--- src/rtl/ptp_extts.sv ---
// External event timestamper: synchronises event_in, filters edges by minimum width,
// compensates latency and queues stamps on an AXI stream. Option macro: PTP_EXTTS_STEP_DROP_EN.
module ptp_extts #(
   parameter int TS_WIDTH    = 96,
   parameter int SYNC_STAGES = 2,
   parameter int MIN_WIDTH   = 4,
   parameter int EDGE_SEL    = 0,
   parameter int COMP_NS     = 0,
   parameter int FIFO_DEPTH  = 4
) (
   input  logic                clk,
   input  logic                rst,
   input  logic [TS_WIDTH-1:0] input_ts_96,
   input  logic                input_ts_step,
   input  logic                enable,
   input  logic                event_in,
   output logic [TS_WIDTH-1:0] m_axis_ts_96,
   output logic                m_axis_ts_edge,
   output logic                m_axis_ts_valid,
   input  logic                m_axis_ts_ready,
   output logic                overflow,
   output logic [15:0]         event_count,
   output logic                step_drop
);
   localparam int AW = $clog2(FIFO_DEPTH);
   localparam int HW = $clog2(SYNC_STAGES + 2);
   localparam logic [HW-1:0] HOLD_INIT = HW'(SYNC_STAGES + 1);
   localparam logic [31:0]   COMP      = 32'(COMP_NS);
   localparam logic [31:0]   NS_PER_S  = 32'd1000000000;

   logic [SYNC_STAGES-1:0] sync_q;
   logic                   s_lvl;
   logic [HW-1:0]          hold_q;
   logic                   step_in;

   logic                   level_q, level_d;
   logic                   cand_q, cand_d;
   logic [7:0]             cnt_q, cnt_d, run_len;
   logic [TS_WIDTH-1:0]    cand_ts_q, cand_ts_d;
   logic                   cand_edge_q, cand_edge_d;
   logic                   step_seen_q, step_seen_d;

   logic                   accept, edge_match, push_d;
   logic [TS_WIDTH-1:0]    acc_ts, comp_ts;
   logic                   acc_edge, acc_step;
   logic [32:0]            ns_diff;

   logic                   push_q;
   logic [TS_WIDTH-1:0]    push_ts_q;
   logic                   push_edge_q;
   logic [15:0]            count_q;

   logic [TS_WIDTH:0]      mem [FIFO_DEPTH];
   logic [AW:0]            wr_q, rd_q;
   logic                   empty, full, pop, wr_en;
   logic [TS_WIDTH:0]      head;

`ifdef PTP_EXTTS_STEP_DROP_EN
   logic                   sdrop_q;
   assign step_in   = input_ts_step;
   assign step_drop = sdrop_q;
`else
   logic                   unused_step;
   assign unused_step = input_ts_step;
   assign step_in     = 1'b0;
   assign step_drop   = 1'b0;
`endif

   assign s_lvl = sync_q[SYNC_STAGES-1];

   always_ff @(posedge clk) begin
      if (rst) begin
         sync_q <= '0;
         hold_q <= HOLD_INIT;
      end else begin
         sync_q <= {sync_q[SYNC_STAGES-2:0], event_in};
         if (hold_q != '0) hold_q <= hold_q - 1'b1;
      end
   end

   // Edge filter: the candidate is seeded on the first cycle S differs from L
   // and accepted once the new level has been seen for MIN_WIDTH cycles.
   always_comb begin
      level_d     = level_q;
      cand_d      = cand_q;
      cnt_d       = cnt_q;
      cand_ts_d   = cand_ts_q;
      cand_edge_d = cand_edge_q;
      step_seen_d = step_seen_q;
      accept      = 1'b0;
      run_len     = cand_q ? cnt_q + 8'd1 : 8'd1;
      acc_ts      = cand_q ? cand_ts_q : input_ts_96;
      acc_edge    = cand_q ? cand_edge_q : s_lvl;
      acc_step    = (cand_q & step_seen_q) | step_in;
      if (hold_q != '0 || !enable) begin
         level_d     = s_lvl;
         cand_d      = 1'b0;
         cnt_d       = 8'd0;
         step_seen_d = 1'b0;
      end else if (s_lvl != level_q) begin
         cand_ts_d   = acc_ts;
         cand_edge_d = acc_edge;
         step_seen_d = acc_step;
         if (run_len == 8'(MIN_WIDTH)) begin
            accept  = 1'b1;
            level_d = s_lvl;
            cand_d  = 1'b0;
            cnt_d   = 8'd0;
         end else begin
            cand_d = 1'b1;
            cnt_d  = run_len;
         end
      end else begin
         cand_d = 1'b0;
         cnt_d  = 8'd0;
      end
   end

   always_comb begin
      case (EDGE_SEL)
         0:       edge_match = acc_edge;
         1:       edge_match = ~acc_edge;
         default: edge_match = 1'b1;
      endcase
   end

   // Borrow from seconds when the latency correction underflows nanoseconds.
   assign ns_diff = {1'b0, acc_ts[47:16]} - {1'b0, COMP};
   always_comb begin
      comp_ts = acc_ts;
      if (ns_diff[32]) begin
         comp_ts[95:48] = acc_ts[95:48] - 48'd1;
         comp_ts[47:16] = acc_ts[47:16] + NS_PER_S - COMP;
      end else begin
         comp_ts[47:16] = ns_diff[31:0];
      end
   end

   assign push_d = accept & edge_match & ~acc_step;

   always_ff @(posedge clk) begin
      if (rst) begin
         level_q     <= 1'b0;
         cand_q      <= 1'b0;
         cnt_q       <= 8'd0;
         cand_ts_q   <= '0;
         cand_edge_q <= 1'b0;
         step_seen_q <= 1'b0;
         push_q      <= 1'b0;
         push_ts_q   <= '0;
         push_edge_q <= 1'b0;
         count_q     <= 16'd0;
      end else begin
         level_q     <= level_d;
         cand_q      <= cand_d;
         cnt_q       <= cnt_d;
         cand_ts_q   <= cand_ts_d;
         cand_edge_q <= cand_edge_d;
         step_seen_q <= step_seen_d;
         push_q      <= push_d;
         push_ts_q   <= comp_ts;
         push_edge_q <= acc_edge;
         if (push_d) count_q <= count_q + 16'd1;
      end
   end

`ifdef PTP_EXTTS_STEP_DROP_EN
   always_ff @(posedge clk) begin
      if (rst) sdrop_q <= 1'b0;
      else     sdrop_q <= accept & edge_match & acc_step;
   end
`endif

   // First-word-fall-through queue of {edge, timestamp}.
   assign empty = (wr_q == rd_q);
   assign full  = (wr_q[AW] != rd_q[AW]) && (wr_q[AW-1:0] == rd_q[AW-1:0]);
   assign pop   = !empty && m_axis_ts_ready;
   assign wr_en = push_q && (!full || pop);

   always_ff @(posedge clk) begin
      if (!rst && wr_en) mem[wr_q[AW-1:0]] <= {push_edge_q, push_ts_q};
   end

   always_ff @(posedge clk) begin
      if (rst) begin
         wr_q <= '0;
         rd_q <= '0;
      end else begin
         if (wr_en) wr_q <= wr_q + 1'b1;
         if (pop)   rd_q <= rd_q + 1'b1;
      end
   end

   assign head            = mem[rd_q[AW-1:0]];
   assign m_axis_ts_valid = !empty;
   assign m_axis_ts_96    = empty ? '0 : head[TS_WIDTH-1:0];
   assign m_axis_ts_edge  = !empty && head[TS_WIDTH];
   assign overflow        = push_q && full && !pop;
   assign event_count     = count_q;
endmodule

--- config.mk ---
export PLATFORM = sky130hd
export DESIGN_NAME = ptp_extts
export DESIGN_NICKNAME = d
export VERILOG_FILES = /design/src/rtl/ptp_extts.sv
export SDC_FILE = /design/constraint.sdc
export NUM_CORES = 1
export LEC_CHECK = 0
export BUFFER_PORTS_ARGS = -buffer_cell sky130_fd_sc_hd__buf_2
export CAP_MARGIN = 25
export CORE_ASPECT_RATIO = 0.9
export CORE_MARGIN = 4
export CORE_UTILIZATION = 66
export CTS_BUF_LIST = sky130_fd_sc_hd__clkbuf_8
export DETAILED_ROUTE_END_ITERATION = 8
export PLACE_DENSITY = 0.95
export REMOVE_ABC_BUFFERS = 1
export SYNTH_ARGS = -nofsm -noshare
export SYNTH_HDL_FRONTEND = slang
export SYNTH_SLANG_ARGS = --single-unit
--- constraint.sdc ---
create_clock -name clk -period 18.9 [get_ports clk]
set_clock_uncertainty 0.1 [all_clocks]
set_input_delay 3.78 -clock clk [delete_from_list [all_inputs] [get_ports clk]]
set_output_delay 3.78 -clock clk [all_outputs]
set_load 0.05 [all_outputs]
==> flow_summary.html <==
<table>
<tr><th>Metric</th><th>Value</th></tr>
<tr><th colspan="2">Worst setup path</th></tr>
<tr><td>Critical Path Most Common Cell</td><td>sky130_fd_sc_hd__buf_2</td></tr>
<tr><td>Ordered list of cells on the worst path</td><td>buf_2 &gt; nor4_1 &gt; and2_1 &gt; buf_2</td></tr>
<tr><td>Largest fanout on the critical path</td><td>3</td></tr>
<tr><td>Slowest stage cell on the critical path</td><td>sky130_fd_sc_hd__nor4_1</td></tr>
<tr><td>Critical Setup Path Class</td><td>in2out</td></tr>
<tr><td>Startpoint class of the critical path</td><td>primary input</td></tr>
<tr><td>Slowest cell delay on critical path</td><td>0.30 ns</td></tr>
<tr><td>Required time of the critical path</td><td>15.02 ns</td></tr>
<tr><td>Critical path arrival</td><td>4.64 ns</td></tr>
<tr><td>Endpoint class of the critical path</td><td>output pin</td></tr>
<tr><td>Reg2reg path depth</td><td>7</td></tr>
<tr><th colspan="2">Synth</th></tr>
<tr><td>Register area share after synthesis</td><td>70.68%</td></tr>
<tr><td>Dominant cell type by area after synthesis</td><td>sky130_fd_sc_hd__edfxtp_1</td></tr>
<tr><td>Avg Cell Area, Syn</td><td>14.81 µm²</td></tr>
<tr><td>Synth async-reset ratio</td><td>0%</td></tr>
<tr><td>Post-synthesis instance area</td><td>23110 µm²</td></tr>
<tr><td>Synth Instances</td><td>1561</td></tr>
<tr><td>Seq cells post-synth</td><td>622</td></tr>
<tr><td>Cell types with the largest area share after synthesis</td><td>sky130_fd_sc_hd__edfxtp_1, sky130_fd_sc_hd__dfxtp_1, sky130_fd_sc_hd__mux4_2, sky130_fd_sc_hd__mux2i_1, sky130_fd_sc_hd__nand2_1</td></tr>
<tr><td>Count of flip-flops with a built-in enable after synthesis</td><td>388</td></tr>
<tr><td>Proportion of netlist area held by the largest area contributor</td><td>50.41%</td></tr>
<tr><td>Most instantiated flip-flop cell in the synthesis netlist</td><td>sky130_fd_sc_hd__edfxtp_1</td></tr>
<tr><td>Number of warning messages in the yosys log</td><td>0</td></tr>
<tr><td>Yosys cell types</td><td>43</td></tr>
<tr><th colspan="2">GRT</th></tr>
<tr><td>Total GRT Usage</td><td>26.84%</td></tr>
<tr><td>Initial antenna violation count</td><td>9</td></tr>
<tr><td>Overflow left after global routing</td><td>0</td></tr>
<tr><td>Pin count of the biggest net entering global routing</td><td>101</td></tr>
<tr><td>Global-route wire length before repair</td><td>78620 µm</td></tr>
<tr><td>Number of global-route vias before repair</td><td>14650</td></tr>
<tr><th colspan="2">Route</th></tr>
<tr><td>Detailed-router iteration count before antenna repair</td><td>5</td></tr>
<tr><td>Total Routed Length</td><td>50820 µm</td></tr>
<tr><td>Detailed-route DRC error count</td><td>0</td></tr>
<tr><td>Wire length per cell after detailed routing</td><td>21.76 µm</td></tr>
<tr><td>Starting DRT DRC Count</td><td>1192</td></tr>
<tr><td>Total via count after detailed routing</td><td>13820</td></tr>
<tr><td>ANT nets after route</td><td>0</td></tr>
<tr><td>Average via count per standard cell</td><td>5.919</td></tr>
<tr><th colspan="2">Floorplanning</th></tr>
<tr><td>Count of standard-cell rows</td><td>64</td></tr>
<tr><td>I/O pins</td><td>218</td></tr>
<tr><td>Die Outline Area</td><td>38080 µm²</td></tr>
<tr><td>Core region area</td><td>34270 µm²</td></tr>
<tr><td>Horizontal die dimension</td><td>205.3 µm</td></tr>
<tr><td>Initial cell density of the core</td><td>67.44%</td></tr>
<tr><td>Die Ht</td><td>185.5 µm</td></tr>
<tr><th colspan="2">Final layout</th></tr>
<tr><td>Final standard cell area without fillers</td><td>26440 µm²</td></tr>
<tr><td>Multi-input gate area</td><td>6391 µm²</td></tr>
<tr><td>Ratio of cells with drive above 1 in the final layout</td><td>25.20%</td></tr>
<tr><td>NumNets Final</td><td>1901</td></tr>
<tr><td>Most common cell after layout, fill and taps aside</td><td>sky130_fd_sc_hd__edfxtp_1</td></tr>
<tr><td>Top library cells by usage in the layout, fill and taps aside</td><td>sky130_fd_sc_hd__edfxtp_1, sky130_fd_sc_hd__dfxtp_1, sky130_fd_sc_hd__buf_2, sky130_fd_sc_hd__nand2_1, sky130_fd_sc_hd__nor2_1</td></tr>
<tr><td>Synth-to-Final Area Change</td><td>14.38%</td></tr>
<tr><td>Fill cell instance count of the final layout</td><td>1820</td></tr>
<tr><td>Post-route core utilization</td><td>77.14%</td></tr>
<tr><td>Area taken by flip-flops and latches</td><td>16350 µm²</td></tr>
<tr><th colspan="2">Clock network</th></tr>
<tr><td>Clock H-tree levels</td><td>3</td></tr>
<tr><td>Post CTS Setup Buffer Count</td><td>0</td></tr>
<tr><td>Clock Latency Late Sink</td><td>0.61 ns</td></tr>
<tr><td>Number of gates given a new drive strength after cts</td><td>0</td></tr>
<tr><td>Maximum buffer depth of the clock tree</td><td>3</td></tr>
<tr><td>Number of buffers inserted during clock tree synthesis</td><td>90</td></tr>
<tr><td>Clock transition at the registers of the reported paths</td><td>0.06 ns</td></tr>
<tr><td>Clk sink count</td><td>622</td></tr>
<tr><td>Clock tree from TritonCTS</td><td>done</td></tr>
<tr><td>Root Driver</td><td>sky130_fd_sc_hd__clkbuf_8</td></tr>
<tr><td>Number of buffers inserted for hold repair after clock tree synthesis</td><td>0</td></tr>
<tr><th colspan="2">Run</th></tr>
<tr><td>Max-cap check violation count</td><td>0</td></tr>
<tr><th colspan="2">Hold path</th></tr>
<tr><td>Worst hold stages</td><td>2</td></tr>
<tr><td>Min-Delay Path Class</td><td>reg2reg</td></tr>
<tr><th colspan="2">Status</th></tr>
<tr><td>Status</td><td>finished, final reports clean</td></tr>
<tr><th colspan="2">STA</th></tr>
<tr><td>Slew margin rel.</td><td>35.53%</td></tr>
<tr><td>Max Transition Viols Final</td><td>0</td></tr>
<tr><td>Setup-violating endpoint count in the final report</td><td>0</td></tr>
<tr><td>Highest clock rate</td><td>117.4 MHz</td></tr>
<tr><td>Final Cycle Share</td><td>45.08%</td></tr>
<tr><td>Final TNS setup</td><td>0 ns</td></tr>
<tr><td>Number of failing hold endpoints at the final stage</td><td>0</td></tr>
<tr><td>Worst-margin pin slew</td><td>0.9671 ns</td></tr>
<tr><td>RSZ-0062 raised after global routing</td><td>false</td></tr>
<tr><td>Time the worst path needs with I/O delays and setup</td><td>8.520 ns</td></tr>
<tr><th colspan="2">Placed design</th></tr>
<tr><td># port buffers</td><td>215</td></tr>
<tr><td>Area after DPL</td><td>24600 µm²</td></tr>
<tr><td>Global placer's final weighted congestion</td><td>0.8031</td></tr>
<tr><td>Final HPWL DP</td><td>28790 µm</td></tr>
<tr><th colspan="2">Power</th></tr>
<tr><td>Worst voltage drop across the vdd grid</td><td>0.00006829 V</td></tr>
<tr><td>Standby leakage power</td><td>9.175 nW</td></tr>
<tr><td>Cell area power density</td><td>96.42 nW/µm²</td></tr>
<tr><td>Total power consumption of the routed design</td><td>0.002549 W</td></tr>
</table>
==> through the flow <==
step	hold WS (ns)	std cells	worst slack [ns]
global route	0.3707	2335	10.29
detailed placement	0.3463	2160	10.38
finish	0.3535	2335	10.38
CTS	0.3547	2330	10.37
floorplan	0.3138	1465	7.507
global placement	0.3407	2158	10.37
==> worst paths after layout <==
kind	start	endpoint	slack, ns
setup / recovery	m_axis_ts_ready	overflow	10.38
hold / removal	cand_ts_q[67]	cand_ts_q[67]	0.35
setup reg to reg	cand_q	event_count[15]	15.56
hold reg to reg	cand_ts_q[67]	cand_ts_q[67]	0.35
==> cell families after synthesis <==
family	synth area share [%]
AOI/OAI and AO/OA	2.826
muxes	13.92
xor gates and xnor gates	0.8337
and+or+nand+nor	9.463
adders and majority gates	0.4331
buffers and inverters	1.830
DFF	70.68
other	0.01623
==> power by group <==
group,switching (W),internal [W]
Sequential,0.0000124,0.00145
Clock,0.000493,0.000543
Combinational,0.0000294,0.0000180
Total,0.000535,0.00201
==> synth_stat cells, types with 3 or more instances <==
cell	n
sky130_fd_sc_hd__mux4_2	97
sky130_fd_sc_hd__nand4_1	3
sky130_fd_sc_hd__o31ai_1	6
sky130_fd_sc_hd__xnor2_1	13
sky130_fd_sc_hd__nand2b_1	4
sky130_fd_sc_hd__nand3_1	10
sky130_fd_sc_hd__ha_1	8
sky130_fd_sc_hd__a21oi_1	106
sky130_fd_sc_hd__mux2i_1	102
sky130_fd_sc_hd__dfxtp_1	234
sky130_fd_sc_hd__buf_1	11
sky130_fd_sc_hd__clkbuf_1	77
sky130_fd_sc_hd__nand2_1	204
sky130_fd_sc_hd__a2111oi_0	3
sky130_fd_sc_hd__nor2_1	128
sky130_fd_sc_hd__inv_1	10
sky130_fd_sc_hd__and3_1	4
sky130_fd_sc_hd__edfxtp_1	388
sky130_fd_sc_hd__xor2_1	9
sky130_fd_sc_hd__nor3_1	3
sky130_fd_sc_hd__and2_1	101
sky130_fd_sc_hd__or4_1	6
sky130_fd_sc_hd__buf_2	5
sky130_fd_sc_hd__nor2b_1	5
==> metal layers <==
layer / routed length (µm) / up-vias / global-route usage (%)
li1: - / 6136 / -
met1: 19230 / 6916 / 33.34
met2: 26270 / 632 / 46.81
met3: 3657 / 128 / 5.470
met4: 1585 / 10 / 10.98
met5: 71 / - / 0
==> state kept, by name, summed over array words and instances, names as in the netlist, 3 cells and up, named ones only <==
name and cells:
event_count 16, wr_q 3, cand_ts_q 96, push_ts_q 96, rd_q 3, mem 388, cnt_q 8
==> critical path: cells and delay by family <==
kind / cells / cell delay [ns]
simple gates: 2 / 0.46
buf+inv: 2 / 0.39
==> area by class of cell <==
class	count	share of cell area, %
inverter	10	0.1420
multi-input combinational	833	24.18
clock buffer	110	5.727
clock inverter	60	1.093
tap	462	2.187
timing repair buffer	234	4.804
antenna	4	0.03786
sequential	622	61.83
No activity file was read; power rests on OpenSTA's default activity.
